File: config.mk
export PLATFORM = sky130hd
export DESIGN_NAME = mem_port_arbiter
export DESIGN_NICKNAME = d
export VERILOG_FILES = /design/src/rtl/mem_port_arbiter.sv
export SDC_FILE = /design/constraint.sdc
export NUM_CORES = 1
export LEC_CHECK = 0
export BUFFER_PORTS_ARGS = -buffer_cell sky130_fd_sc_hd__buf_2
export CORE_MARGIN = 1.5
export CORE_UTILIZATION = 36
export DETAILED_ROUTE_END_ITERATION = 8
export PLACE_DENSITY = 0.68
export SLEW_MARGIN = 20
export SYNTH_ARGS = -nofsm -noshare
export SYNTH_HDL_FRONTEND = slang
export SYNTH_SLANG_ARGS = --single-unit
File: constraint.sdc
create_clock -name clock_in -period 1.75 [get_ports clock_in]
set_clock_uncertainty 0.15 [all_clocks]
set_input_delay 0.2625 -clock clock_in [delete_from_list [all_inputs] [get_ports clock_in]]
set_output_delay 0.2625 -clock clock_in [all_outputs]
set_load 0.02 [all_outputs]
File: src/rtl/mem_port_arbiter.sv
// ---------------------------------------------------------------------------
// mem_port_arbiter
//
// Shares the single main-memory port between the instruction fetch unit (IFU)
// and the load/store unit (LSU). One transaction is in flight at a time:
//   IDLE -> BUSY (request presented to memory) -> RESP (ack to requester) -> IDLE
// A watchdog ends a BUSY phase that sees no mem_valid_in for TIMEOUT_CYCLES
// cycles. The requester then receives an error response with zero data.
//
// Parameters
//   ADDR_WIDTH      address width of all ports
//   DATA_WIDTH      read/write data width
//   TIMEOUT_CYCLES  max BUSY cycles without mem_valid_in; 0 disables watchdog
//
// Ports
//   clock_in        clock, rising edge
//   reset_in        synchronous reset, active low
//   halt_in         1 = grant no new IFU requests (LSU unaffected)
//   ifu_req_in      IFU read request, level, held until ifu_ack_out
//   ifu_addr_in     IFU read address
//   ifu_ack_out     1-cycle response pulse to IFU
//   ifu_rdata_out   IFU read data, valid with ifu_ack_out
//   ifu_err_out     IFU timeout flag, valid with ifu_ack_out
//   lsu_req_in      LSU request, level, held until lsu_ack_out
//   lsu_we_in       1 = write, 0 = read
//   lsu_addr_in     LSU address
//   lsu_wdata_in    LSU write data
//   lsu_ack_out     1-cycle response pulse to LSU
//   lsu_rdata_out   LSU read data (0 for writes), valid with lsu_ack_out
//   lsu_err_out     LSU timeout flag, valid with lsu_ack_out
//   mem_req_out     memory request, held until mem_valid_in or timeout
//   mem_we_out      memory write enable
//   mem_addr_out    memory address
//   mem_wdata_out   memory write data
//   mem_valid_in    memory completion strobe
//   mem_rdata_in    memory read data, sampled with mem_valid_in
// ---------------------------------------------------------------------------
module mem_port_arbiter #(
    parameter int unsigned ADDR_WIDTH     = 32,
    parameter int unsigned DATA_WIDTH     = 32,
    parameter int unsigned TIMEOUT_CYCLES = 255
) (
    input  logic                  clock_in,
    input  logic                  reset_in,
    input  logic                  halt_in,

    input  logic                  ifu_req_in,
    input  logic [ADDR_WIDTH-1:0] ifu_addr_in,
    output logic                  ifu_ack_out,
    output logic [DATA_WIDTH-1:0] ifu_rdata_out,
    output logic                  ifu_err_out,

    input  logic                  lsu_req_in,
    input  logic                  lsu_we_in,
    input  logic [ADDR_WIDTH-1:0] lsu_addr_in,
    input  logic [DATA_WIDTH-1:0] lsu_wdata_in,
    output logic                  lsu_ack_out,
    output logic [DATA_WIDTH-1:0] lsu_rdata_out,
    output logic                  lsu_err_out,

    output logic                  mem_req_out,
    output logic                  mem_we_out,
    output logic [ADDR_WIDTH-1:0] mem_addr_out,
    output logic [DATA_WIDTH-1:0] mem_wdata_out,
    input  logic                  mem_valid_in,
    input  logic [DATA_WIDTH-1:0] mem_rdata_in
);

    // Counter only needs to reach TIMEOUT_CYCLES; keep one bit when disabled.
    localparam int unsigned CNT_W =
        (TIMEOUT_CYCLES > 0) ? $clog2(TIMEOUT_CYCLES + 1) : 1;
    localparam logic [CNT_W-1:0] TIMEOUT_LIM = CNT_W'(TIMEOUT_CYCLES);
    localparam bit WATCHDOG_EN = (TIMEOUT_CYCLES != 0);

    typedef enum logic [1:0] {
        ST_IDLE = 2'd0,
        ST_BUSY = 2'd1,
        ST_RESP = 2'd2
    } state_t;

    typedef enum logic {
        OWN_IFU = 1'b0,
        OWN_LSU = 1'b1
    } owner_t;

    state_t                state_q,       state_d;
    owner_t                owner_q,       owner_d;
    owner_t                last_grant_q,  last_grant_d;
    logic [CNT_W-1:0]      cnt_q,         cnt_d;

    logic                  mem_req_q,     mem_req_d;
    logic                  mem_we_q,      mem_we_d;
    logic [ADDR_WIDTH-1:0] mem_addr_q,    mem_addr_d;
    logic [DATA_WIDTH-1:0] mem_wdata_q,   mem_wdata_d;

    logic                  ifu_ack_q,     ifu_ack_d;
    logic [DATA_WIDTH-1:0] ifu_rdata_q,   ifu_rdata_d;
    logic                  ifu_err_q,     ifu_err_d;
    logic                  lsu_ack_q,     lsu_ack_d;
    logic [DATA_WIDTH-1:0] lsu_rdata_q,   lsu_rdata_d;
    logic                  lsu_err_q,     lsu_err_d;

    logic                  ifu_elig;
    logic                  lsu_elig;
    logic                  grant_ifu;
    logic [CNT_W-1:0]      cnt_next;
    logic                  timed_out;
    logic [DATA_WIDTH-1:0] resp_rdata;
    logic                  resp_err;
    logic                  resp_fire;

    // -----------------------------------------------------------------------
    // Next-state logic
    // -----------------------------------------------------------------------
    always_comb begin
        state_d      = state_q;
        owner_d      = owner_q;
        last_grant_d = last_grant_q;
        cnt_d        = cnt_q;

        mem_req_d    = mem_req_q;
        mem_we_d     = mem_we_q;
        mem_addr_d   = mem_addr_q;
        mem_wdata_d  = mem_wdata_q;

        // Response outputs are non-zero only during the single RESP cycle,
        // so every other cycle simply clears them.
        ifu_ack_d    = 1'b0;
        ifu_rdata_d  = '0;
        ifu_err_d    = 1'b0;
        lsu_ack_d    = 1'b0;
        lsu_rdata_d  = '0;
        lsu_err_d    = 1'b0;

        ifu_elig     = ifu_req_in && !halt_in;
        lsu_elig     = lsu_req_in;
        // IFU wins when it is alone, or on a tie when LSU had the last grant.
        grant_ifu    = ifu_elig && (!lsu_elig || (last_grant_q == OWN_LSU));

        cnt_next     = cnt_q + CNT_W'(1);
        timed_out    = WATCHDOG_EN && (cnt_next == TIMEOUT_LIM);
        resp_rdata   = '0;
        resp_err     = 1'b0;
        resp_fire    = 1'b0;

        case (state_q)
            ST_IDLE: begin
                if (ifu_elig || lsu_elig) begin
                    owner_d      = grant_ifu ? OWN_IFU : OWN_LSU;
                    last_grant_d = grant_ifu ? OWN_IFU : OWN_LSU;
                    mem_req_d    = 1'b1;
                    cnt_d        = '0;
                    state_d      = ST_BUSY;
                    if (grant_ifu) begin
                        mem_we_d    = 1'b0;
                        mem_addr_d  = ifu_addr_in;
                        mem_wdata_d = '0;
                    end else begin
                        mem_we_d    = lsu_we_in;
                        mem_addr_d  = lsu_addr_in;
                        mem_wdata_d = lsu_wdata_in;
                    end
                end
            end

            ST_BUSY: begin
                if (WATCHDOG_EN) begin
                    cnt_d = cnt_next;
                end
                // Completion has priority over the watchdog on the same cycle.
                if (mem_valid_in) begin
                    resp_fire  = 1'b1;
                    resp_rdata = mem_we_q ? '0 : mem_rdata_in;
                    resp_err   = 1'b0;
                end else if (timed_out) begin
                    resp_fire  = 1'b1;
                    resp_rdata = '0;
                    resp_err   = 1'b1;
                end
                if (resp_fire) begin
                    mem_req_d = 1'b0;
                    state_d   = ST_RESP;
                    if (owner_q == OWN_IFU) begin
                        ifu_ack_d   = 1'b1;
                        ifu_rdata_d = resp_rdata;
                        ifu_err_d   = resp_err;
                    end else begin
                        lsu_ack_d   = 1'b1;
                        lsu_rdata_d = resp_rdata;
                        lsu_err_d   = resp_err;
                    end
                end
            end

            ST_RESP: begin
                // Requests are deliberately ignored here so a requester that
                // keeps req high after its ack is only re-arbitrated in IDLE.
                cnt_d   = '0;
                state_d = ST_IDLE;
            end

            default: begin
                cnt_d     = '0;
                mem_req_d = 1'b0;
                state_d   = ST_IDLE;
            end
        endcase
    end

    // -----------------------------------------------------------------------
    // State and registered outputs
    // -----------------------------------------------------------------------
    always_ff @(posedge clock_in) begin
        if (!reset_in) begin
            state_q      <= ST_IDLE;
            owner_q      <= OWN_IFU;
            last_grant_q <= OWN_LSU;
            cnt_q        <= '0;
            mem_req_q    <= 1'b0;
            mem_we_q     <= 1'b0;
            mem_addr_q   <= '0;
            mem_wdata_q  <= '0;
            ifu_ack_q    <= 1'b0;
            ifu_rdata_q  <= '0;
            ifu_err_q    <= 1'b0;
            lsu_ack_q    <= 1'b0;
            lsu_rdata_q  <= '0;
            lsu_err_q    <= 1'b0;
        end else begin
            state_q      <= state_d;
            owner_q      <= owner_d;
            last_grant_q <= last_grant_d;
            cnt_q        <= cnt_d;
            mem_req_q    <= mem_req_d;
            mem_we_q     <= mem_we_d;
            mem_addr_q   <= mem_addr_d;
            mem_wdata_q  <= mem_wdata_d;
            ifu_ack_q    <= ifu_ack_d;
            ifu_rdata_q  <= ifu_rdata_d;
            ifu_err_q    <= ifu_err_d;
            lsu_ack_q    <= lsu_ack_d;
            lsu_rdata_q  <= lsu_rdata_d;
            lsu_err_q    <= lsu_err_d;
        end
    end

    assign mem_req_out   = mem_req_q;
    assign mem_we_out    = mem_we_q;
    assign mem_addr_out  = mem_addr_q;
    assign mem_wdata_out = mem_wdata_q;

    assign ifu_ack_out   = ifu_ack_q;
    assign ifu_rdata_out = ifu_rdata_q;
    assign ifu_err_out   = ifu_err_q;
    assign lsu_ack_out   = lsu_ack_q;
    assign lsu_rdata_out = lsu_rdata_q;
    assign lsu_err_out   = lsu_err_q;

endmodule

==> impl_metrics.env <==
export IMPL_outcome="finished, violations left"
export IMPL_violations="setup timing"
export IMPL_antenna_found_initial=0
export IMPL_synth_seq_cells=146
export IMPL_cts_tree="yes"
export IMPL_slew_headroom_pct=59.9
export IMPL_dieWidth_um=123
export IMPL_grt_pass1_wl_um=27400
export IMPL_clock_latency_ns=0.41
export IMPL_finalHoldViolCount=0
export IMPL_grt_setup_unrepaired="true"
export IMPL_syn_avg_cell_area_um2=9.04
export IMPL_remaining_drc_errors=0
export IMPL_fmax_mhz=566
export IMPL_crit_type="flip-flop to flip-flop"
export IMPL_worstPathMaxFanout=3
export IMPL_grt_use_total_pct=23.2
export IMPL_synthFlopType="dfxtp_1"
export IMPL_fp_row_count=43
export IMPL_area_growth_pct=70.7
export IMPL_synth_area_leader_cell="dfxtp_1"
export IMPL_post_route_util_pct=63.6
export IMPL_fin_ws_ns=-0.0172
export IMPL_port_buffers=268
export IMPL_powerDensity_nw_per_um2=997
export IMPL_grt_pass1_vias=5617
export IMPL_rr_worst_depth=7
export IMPL_dr_first_iter_drc_count=361
export IMPL_dieArea_um2=15200
export IMPL_grtUsageMet2_pct=40.5
export IMPL_power_leakage_uw=0.00437
export IMPL_vdd_drop_max_uv=766
export IMPL_slew_viol_final=0
export IMPL_setup_viol_count_final=1
export IMPL_grt_max_degree=65
export IMPL_clkTransAtPathRegs_ns=0.06
export IMPL_io_pins=269
export IMPL_final_min_clock_period_ns=1.77
export IMPL_grt_busiest_layer="met2"
export IMPL_num_vias=5804
export IMPL_overflow=0
export IMPL_cts_buffers=17
export IMPL_synth_common_cells="146 x dfxtp_1, 101 x nand2_1, 66 x and3_1"
export IMPL_htree_levels=4
export IMPL_synth_warnings=0
export IMPL_synth_most_common_cell="dfxtp_1"
export IMPL_wire_per_inst_um=15.4
export IMPL_crit_required_ns=1.93
export IMPL_finalCritPeriodShare_pct=101
export IMPL_grt_util_met1_pct=25.9
export IMPL_clockRootBuffer="clkbuf_16"
export IMPL_startpoint_type="flip-flop"
export IMPL_dp_hpwl_um=10300
export IMPL_start_util_pct=37.2
export IMPL_yosysUniqueCellTypes=42
export IMPL_cts_sinks=146
export IMPL_drive_gt1_share_pct=35.6
export IMPL_synth_top_area_share_pct=56.1
export IMPL_syn_area_um2=5210
export IMPL_synthTopCellsByArea="dfxtp_1 56%, and3_1 7.9%, nand2_1 7.3%"
export IMPL_fin_setup_tns_ns=-0.0172
export IMPL_syn_inst=576
export IMPL_worst_slew_pin_slew_ns=0.601
export IMPL_async_flop_share_pct=0
export IMPL_drt_wl_total_um=17900
export IMPL_via_per_inst=4.98
export IMPL_die_h_um=123
export IMPL_holdPathStages=3
export IMPL_first_pass_iters=5
export IMPL_fin_nets=1109
export IMPL_end_kind="flip-flop"
export IMPL_core_area_um2=14000
export IMPL_gp_congestion=0.837
export IMPL_drv_cap=0
export IMPL_syn_nets=713
export IMPL_cp_arrival_ns=1.95
export IMPL_synth_edf_count=0
export IMPL_ant_nets=0
export IMPL_yosysSeqAreaShare_pct=56.1
export IMPL_min_path_type="primary input to flip-flop"
export IMPL_clockBufferDepth=2
export IMPL_met3_usage_pct=7.15
export IMPL_num_antenna_cells=0
==> per-layer routing <==
layer / vias to the layer above / share of wire (%) / wire length, um
met3: 44 / 7.9 / 1420
met5: - / 0 / 0
met4: 0 / 2.8 / 493
met1: 2663 / 38 / 6890
met2: 294 / 51 / 9100
li1: 2803 / - / -
==> registers in the layout (all words and copies together) (netlist names) <==
name	cells
mem_wdata_out	32
cnt_q	8
state_q	2
owner_q	1
ifu_ack_out	1
mem_req_out	1
lsu_ack_out	1
lsu_rdata_out	32
mem_we_out	1
ifu_err_out	1
mem_addr_out	32
last_grant_q	1
ifu_rdata_out	32
lsu_err_out	1
==> cells in the final DEF (no fill, tap or decap), types with 2 or more instances in the layout <==
cell	instances
o211ai_1	2
buf_2	268
inv_1	2
o21a_1	4
nor3_1	4
dlygate4sd3_1	130
and3_1	66
or3_1	2
dfxtp_1	142
buf_12	11
nor2_2	2
clkbuf_16	17
clkbuf_1	2
nand2_1	101
inv_6	4
a311oi_1	31
clkinvlp_4	2
dfxtp_2	4
or4_1	2
nor2b_2	2
nand2b_1	2
nor2_1	42
clkinv_4	5
a21oi_1	42
nand3_1	37
and2_1	3
buf_4	16
o21ai_0	9
==> report_power, final <==
part           total [uW]  leakage (uW)  internal (uW)  switching, uW
Clock                3490      0.000272           2020           1460
Combinational        1730       0.00291            787            944
Sequential           3650       0.00119           3540            113
Total                8870       0.00437           6350           2520
==> cell type report <==
type / instances / area [um2]
Tap cell: 180 / 225
Clock buffer: 20 / 447
Clock inverter: 12 / 124
Sequential cell: 146 / 2930
Timing Repair Buffer: 426 / 2990
Multi-Input combinational cell: 378 / 2160
Fill cell: 1133 / 5100
Inverter: 3 / 11.3
==> worst paths after layout <==
check,from,to,slack (ns)
min,mem_valid_in,ifu_err_out$_SDFF_PP0_,0.08
max reg2reg,cnt_q[0]$_SDFFE_PN0P_,ifu_err_out$_SDFF_PP0_,-0.02
max,cnt_q[0]$_SDFFE_PN0P_,ifu_err_out$_SDFF_PP0_,-0.02
min reg2reg,mem_wdata_out[1]$_SDFFE_PN0P_,mem_wdata_out[1]$_SDFFE_PN0P_,0.30
==> worst max-delay path, cell delays in order, from the launching register on <==
cell,delay [ns]
dfxtp_2,0.34
ha_4,0.16
buf_6,0.12
xnor2_2,0.13
nor3b_2,0.24
o211ai_1,0.18
buf_4,0.18
nor4b_4,0.18
==> logic make-up (layout without fill, tap and decap cells) <==
family | count (synthesis) | in the layout | synth area share, %
XOR/XNOR | 2 | 2 | 0.336
AND/OR/NAND/NOR | 274 | 274 | 26.0
AO/OA/AOI/OAI | 100 | 100 | 13.0
flip-flops | 146 | 146 | 56.1
adder cells (fa/ha/maj) | 2 | 2 | 0.480
buffers and inverters | 52 | 461 | 4.13
==> per-stage QoR <==
step                worst slack [ns]  hold slack, ns  instances  power, uW  area, um2
global route                  -0.113          0.0849       1165       9270       8890
finish                       -0.0172          0.0828       1165       8870       8890
global placement              0.0614           0.285       1002       5150       6940
floorplan                     0.0686           0.189        576       4520       5210
CTS                          0.00172          0.0600       1164       8900       8810
detailed placement            0.0161           0.290       1002       5160       6940
==> timing repair <==
| item | in CTS | in global routing |
|---|---|---|
| hold buffers | 130 | 0 |
| gates resized for setup | 0 | 15 |
| hold endpoints to repair | 130 | 0 |
| setup endpoints to repair | 0 | 13 |
| buffers inserted | 0 | 1 |
Power figures use the tool's default switching activity.
